## config.mk

```make
export PLATFORM = sky130hd
export DESIGN_NAME = seg7_display
export DESIGN_NICKNAME = d
export VERILOG_FILES = /design/src/rtl/seg7_display.sv
export SDC_FILE = /design/constraint.sdc
export NUM_CORES = 1
export LEC_CHECK = 0
export CELL_PAD_IN_SITES_DETAIL_PLACEMENT = 1
export CELL_PAD_IN_SITES_GLOBAL_PLACEMENT = 1
export CORE_MARGIN = 2
export CORE_UTILIZATION = 35
export DETAILED_ROUTE_END_ITERATION = 12
export GPL_TIMING_DRIVEN = 0
export PLACE_DENSITY_LB_ADDON = 0.1
export SKIP_CTS_REPAIR_TIMING = 1
export SYNTH_ARGS = -nofsm -noshare
export SYNTH_HDL_FRONTEND = slang
export SYNTH_SLANG_ARGS = --single-unit
```

## constraint.sdc

```tcl
create_clock -name clk -period 2.1 [get_ports clk]
set_input_delay 0.42 -clock clk [delete_from_list [all_inputs] [get_ports clk]]
set_output_delay 0.42 -clock clk [all_outputs]
set_load 0.02 [all_outputs]
```

## src/rtl/seg7_display.sv

```systemverilog
`default_nettype none
// ============================================================================
// Module      : seg7_display
// Description : Bus-mapped driver for an 8-digit common-anode 7-segment
//               display. Holds a 32-bit DATA word (one hex nibble per digit)
//               and a CTRL word, and time-multiplexes the digits with a
//               programmable dwell of SCAN_DIV clocks per digit.
// Revision    : 1.0 - initial release
// ============================================================================
module seg7_display #(
  parameter int SCAN_DIV = 50000
) (
  input  logic        clk,
  input  logic        rst_n,
  input  logic [31:0] addr,
  input  logic        write_enable,
  input  logic [31:0] write_data,
  output logic [31:0] read_result,
  output logic [7:0]  digit_sel,
  output logic [7:0]  segments
);

  // A one-cycle dwell still needs a 1-bit counter that simply stays at zero.
  localparam int          PW         = (SCAN_DIV > 1) ? $clog2(SCAN_DIV) : 1;
  localparam logic [PW-1:0] PRESC_LAST = PW'(SCAN_DIV - 1);
  localparam logic [16:0] CTRL_RST   = 17'h100FF;

  localparam logic [1:0] ADDR_DATA   = 2'd0;
  localparam logic [1:0] ADDR_CTRL   = 2'd1;
  localparam logic [1:0] ADDR_STATUS = 2'd2;

  logic [31:0]   data_q;
  logic [16:0]   ctrl_q;       // only the implemented CTRL bits are stored
  logic [PW-1:0] presc_q;
  logic [2:0]    scan_idx_q;
  logic [7:0]    digit_sel_q;
  logic [7:0]    segments_q;

  logic [7:0]    digit_sel_d;
  logic [7:0]    segments_d;
  logic [3:0]    nibble;
  logic [6:0]    hex_seg;
  logic          lit;

  // Address bits above the word index and the unimplemented CTRL bits are
  // intentionally ignored; fold them into one sink signal.
  logic unused_bits;
  assign unused_bits = ^{addr[31:4], addr[1:0], write_data[31:17]};

  // Register file: DATA and CTRL accept full-word writes; STATUS and the
  // reserved slot silently drop writes.
  always_ff @(posedge clk or negedge rst_n) begin
    if (!rst_n) begin
      data_q <= 32'h0;
      ctrl_q <= CTRL_RST;
    end else if (write_enable) begin
      if (addr[3:2] == ADDR_DATA) data_q <= write_data;
      if (addr[3:2] == ADDR_CTRL) ctrl_q <= write_data[16:0];
    end
  end

  // Scan timebase: dwell SCAN_DIV clocks on each digit, then move on (7 -> 0).
  always_ff @(posedge clk or negedge rst_n) begin
    if (!rst_n) begin
      presc_q    <= '0;
      scan_idx_q <= 3'd0;
    end else if (presc_q == PRESC_LAST) begin
      presc_q    <= '0;
      scan_idx_q <= scan_idx_q + 3'd1;
    end else begin
      presc_q    <= presc_q + 1'b1;
    end
  end

  // Select the current digit's nibble, decode it, and apply blanking/dp.
  always_comb begin
    nibble      = data_q[{scan_idx_q, 2'b00} +: 4];
    hex_seg     = 7'h7F;
    lit         = ctrl_q[16] & ctrl_q[scan_idx_q];
    digit_sel_d = 8'hFF;
    segments_d  = 8'hFF;
    case (nibble)
      4'h0: hex_seg = 7'h40;
      4'h1: hex_seg = 7'h79;
      4'h2: hex_seg = 7'h24;
      4'h3: hex_seg = 7'h30;
      4'h4: hex_seg = 7'h19;
      4'h5: hex_seg = 7'h12;
      4'h6: hex_seg = 7'h02;
      4'h7: hex_seg = 7'h78;
      4'h8: hex_seg = 7'h00;
      4'h9: hex_seg = 7'h10;
      4'hA: hex_seg = 7'h08;
      4'hB: hex_seg = 7'h03;
      4'hC: hex_seg = 7'h46;
      4'hD: hex_seg = 7'h21;
      4'hE: hex_seg = 7'h06;
      default: hex_seg = 7'h0E;
    endcase
    if (lit) begin
      digit_sel_d = ~(8'h01 << scan_idx_q);
      segments_d  = {~ctrl_q[8 + {2'b00, scan_idx_q}], hex_seg};
    end
  end

  // Pin registers: glitch-free outputs, one cycle behind the register state.
  always_ff @(posedge clk or negedge rst_n) begin
    if (!rst_n) begin
      digit_sel_q <= 8'hFF;
      segments_q  <= 8'hFF;
    end else begin
      digit_sel_q <= digit_sel_d;
      segments_q  <= segments_d;
    end
  end

  // Combinational read mux on the word index.
  always_comb begin
    read_result = 32'h0;
    case (addr[3:2])
      ADDR_DATA:   read_result = data_q;
      ADDR_CTRL:   read_result = {15'h0, ctrl_q};
      ADDR_STATUS: read_result = {29'h0, scan_idx_q};
      default:     read_result = 32'h0;
    endcase
  end

  assign digit_sel = digit_sel_q;
  assign segments  = segments_q;

endmodule
`default_nettype wire

```

# Yosys cells after proc, flatten, opt, wreduce, memory -nomap -nowiden
# Memories as Yosys holds them, arrays and structs flattened.
# Cells that the tools add are included.
# word_totals
rom_bits	112
ff_bits	84
memories	1
in_bits	67
# mem_list
name	depth	word_bits	read_ports	rd_ports_with_merged_regs	write_ports	line_no	text
(name not given)	16	7	1	0	0	82	case (nibble)
# op_classes
eq_ne	3
n_lt_le_gt_ge	2
add_sub_neg	3
bitwise_logic	3
shift	2
reduce_logical	3
n_mux	8
# ops
cell	n
$pmux W32 S3	1
$shiftx A32 B6 Y4	1
$add A16 B1 Y16 const B	1
$eq A16 B16 Y1 const B	1
$mux W16	1
$mux W8	2
$not A8 Y8	1
$shl A1 B3 Y8 const A	1
$lt A3 B6 Y1 const B	1
$lt A5 B6 Y1 const B	1
$add A4 B3 Y5 const A	1
$bmux W1 S5	1
$reduce_and A2 Y1	2
$add A3 B1 Y3 const B	1
$bmux W1 S3	1
$eq A2 B1 Y1 const B	1
$eq A2 B2 Y1 const B	1
$logic_not A2 Y1	1
$mux W1	2
$and A1 B1 Y1	1
$not A1 Y1	1

# Logic depth before layout (Yosys ltp)
# depth
word_depth	5
mapped_depth	11
ltp_nobuf	9

# Worst setup path before layout
# Ideal clock, no wire load.
# synth_path
path_type	reg2reg
start	register scan_idx_q[0]
end	register segments_q[4], in the netlist segments[4]
stages_incl_launch_ff	11
arrival_ps	2048
setup_ps	75
period_less_slack_ps	2123
slack_ps	-23
path_cell_list	dfrtp_1 > buf_6 > buf_6 > mux4_2 > nand2_1 > nand2_1 > inv_1 > ha_1 > nor2_2 > a221o_1 > o211ai_2
# synth_between
elab_chain_cells	4
word_cells_on_any_way	6
cone_classes	1 x shift; 3 x mux; 1 x bitwise; 1 x memory
# synth_rtl
item	line_no	text
from (decl)	35	logic [2:0] scan_idx_q;
from (signal assigned)	69	scan_idx_q <= scan_idx_q + 3'd1;
parallel branches: the longest is 3 deep, another holds $mem_v2 Z16 W7	n/a	
$mux W8 (*)	100	if (lit) begin
net segments_d[4]	40	logic [7:0] segments_d;
to (signal assigned)	113	segments_q <= segments_d;
to (decl)	37	logic [7:0] segments_q;
# Mark *: on every way through the listed nets, which the timed path passes. The select of a mux whose other input is x is not followed.
# A chain may end at the register's enable or synchronous reset.

# Final worst setup path
# layout_path
start	register scan_idx_q[0]
end	register segments_q[6], in the netlist segments[6]
# The elaborated chain is that of the path after synthesis.

==> qor.txt <==
Hold Fails Final Rpt - 0
Worst-Margin Slew - 545 ps
placed insts - 584
Final Skew - 6.13 ps
TritonCTS clock tree - yes
critical path startpoint category - flip-flop
Yosys reg bits - 84
crit path DAT - 2420 ps
synthesized area - 4300 um2
core area - 12000 um2
worst slack at placement - -821 ps
Seq/Total Area, Yosys - 49.6%
vias in the first global route - 3287
share of cells above drive strength 1 - 34.2%
initial antenna violation count - 0
Area contributors post-synth - dfrtp_1 34%, dfstp_2 15%, mux2_2 13%
Post-Syn Area per Cell - 12.2 um2
outcome - finished with violations
DRT Pass-1 Iters - 6
Leak Pwr - 2.88 nW
Max-Cap Viols - 0
WHS - 74.8 ps
Initial Util - 35.8%
global-route usage over all layers - 17.8%
FILL cells - 1279
later-pin clock latency in the skew report - 340 ps
CTS Buf Count - 9
count leader, synth - dfrtp_1
nets - 548
final setup fails - 5
Post-Route WL - 11.4 mm
Tcrit/Tclk final - 103%
Synth cell types - 45
largest net degree at the start of global routing - 45
clock slew seen by the registers of the worst setup and hold paths - 60 ps
buffers added on ports - 84
Avg Vias per Cell - 5.03
critical path endpoint category - flip-flop
Max IR drop VDD - 0.434 mV
RSZ-0062 raised after global routing - true
DRC Markers - 0
total power - 4.77 mW
Hold Path Class - in -> async
PD cells - 792 nW/um2
gpl congestion - 0.728
fin. max-slew vios - 0
Post-synth EDFFs - 0
first-pass GRT wire length - 18.0 mm
Non-Filler Instances - 620
hpwl dp - 7.96 mm
post-synthesis cell count - 352
Antenna Nets Post-Route - 0
Site Rows - 40
Final min period - 2170 ps
Root Buffer - clkbuf_16
Mapped Nets - 432
die height - 115 um
leading area contributor after synthesis - dfrtp_1
Die ar. - 13200 um2
Remaining Overflow, GRT - 0
H-tree depth - 3
Rel. slew slack - 63.5%
share of the synthesized area in the top cell type - 34.3%
CP Class - reg -> reg
DR WL/cell - 18.3 um
antenna fix cells - 0
initial DRC count - 113
f_max - 460 MHz
Yosys Warn Count - 0
die width - 115 um
synth cell count leaders - 59 x dfrtp_1, 48 x mux2_2, 29 x nand2_1, 29 x nor2_1, 25 x dfstp_2
Crit Path Max Fanout - 5
CTS Buffer Depth - 2
failing checks - negative setup slack
# IOs - 115
via count - 3120
P&R area growth vs syn - 40.0%
Worst EP required - 2350 ps
Main synth FF type - dfrtp_1
Final WS setup - -73.1 ps
CTS sink cnt - 84
share of flip-flops with an asynchronous set or reset - 100%
==> final cells by class <==
cell class	count	area [um2]	share of cell area [%]
Sequential cell	84	2130	35.4
Inverter	10	46.3	0.769
Buffer	17	153	2.53
Clock buffer	11	233	3.86
Tap cell	147	184	3.05
Multi-Input combinational cell	241	2130	35.4
Clock inverter	5	52.6	0.872
Timing Repair Buffer	105	1090	18.1
==> report_power, final <==
group	switching (mW)	internal [mW]	total [mW]	leakage, nW
combinational	0.560	0.626	1.19	1.76
sequential	0.153	1.88	2.03	0.987
clock	0.639	0.916	1.56	0.139
total	1.35	3.42	4.77	2.88
==> state kept, by name, indices dropped and copies added (netlist names) <==
| register | count |
|---|---|
| data_q | 32 |
| digit_sel | 8 |
| presc_q | 16 |
| segments | 8 |
| ctrl_q | 17 |
| scan_idx_q | 3 |
==> per-layer routing <==
metal | share of wire [%] | up-vias | global-route usage, %
met5 | 0 | - | 0
met4 | 0.69 | 0 | 3.61
met3 | 2.8 | 8 | 3.85
met2 | 51 | 53 | 30.6
met1 | 45 | 1588 | 23.4
li1 | - | 1471 | -
==> kinds of logic (layout without fill, tap and decap cells) <==
kind of cell	after synthesis	after routing	share of synthesized area, %
and+or+nand+nor	106	106	11.9
muxes	85	85	24.5
DFF	84	84	49.6
buffers and inverters	27	148	3.29
AOI/OAI and AO/OA	22	22	3.90
xor gates and xnor gates	15	15	3.05
adders and majority gates	13	13	3.78
==> worst max-delay path, stage by stage (launching register included) <==
cell,delay (ps)
dfrtp_1,380
buf_6,130
buf_6,100
mux4_2,480
mux2_4,320
clkinvlp_4,160
ha_4,140
inv_2,30
nor2_1,80
a21oi_1,50
o221ai_1,200
==> cells in the final DEF, fill, tap and decap left out, types with 4 or more instances in the layout <==
master,n
dfstp_2,25
and2_1,16
dlymetal6s2s_1,28
mux4_2,10
mux2i_1,21
ha_1,10
nand3_1,8
o21ai_0,4
buf_6,8
dfrtp_1,59
buf_2,6
inv_1,5
mux2_1,4
clkdlybuf4s50_1,53
mux2_2,47
nand2_1,25
xnor2_1,10
nor2_1,27
clkbuf_16,9
buf_4,20
and3_1,6
xor2_1,5
==> through the flow <==
stage / TNS, ps / util [%] / instance area [um2]
after floorplan: 0 / - / 4310
after global placement: -226950 / 44.4 / 5330
after detailed placement: -41200 / 44.6 / 5360
after CTS: -27260 / 47.0 / 5640
after global routing: -839 / 50.1 / 6020
final: -175 / 50.1 / 6020
==> final timing paths <==
kind | from | endpoint | slack (ps) | depth (start not counted)
min in group clk | presc_q[0] | presc_q[0] | 490 | 1
worst min register to register | presc_q[0] | presc_q[0] | 490 | 1
worst max-delay path | scan_idx_q[0] | segments[6] | -70 | 10
max in group asynchronous | rst_n | ctrl_q[7] | 1360 | 2
worst max register to register | scan_idx_q[0] | segments[6] | -70 | 10
worst min-delay path | rst_n | scan_idx_q[2] | 70 | 1
Note: power is estimated with default switching activity, not from simulation.
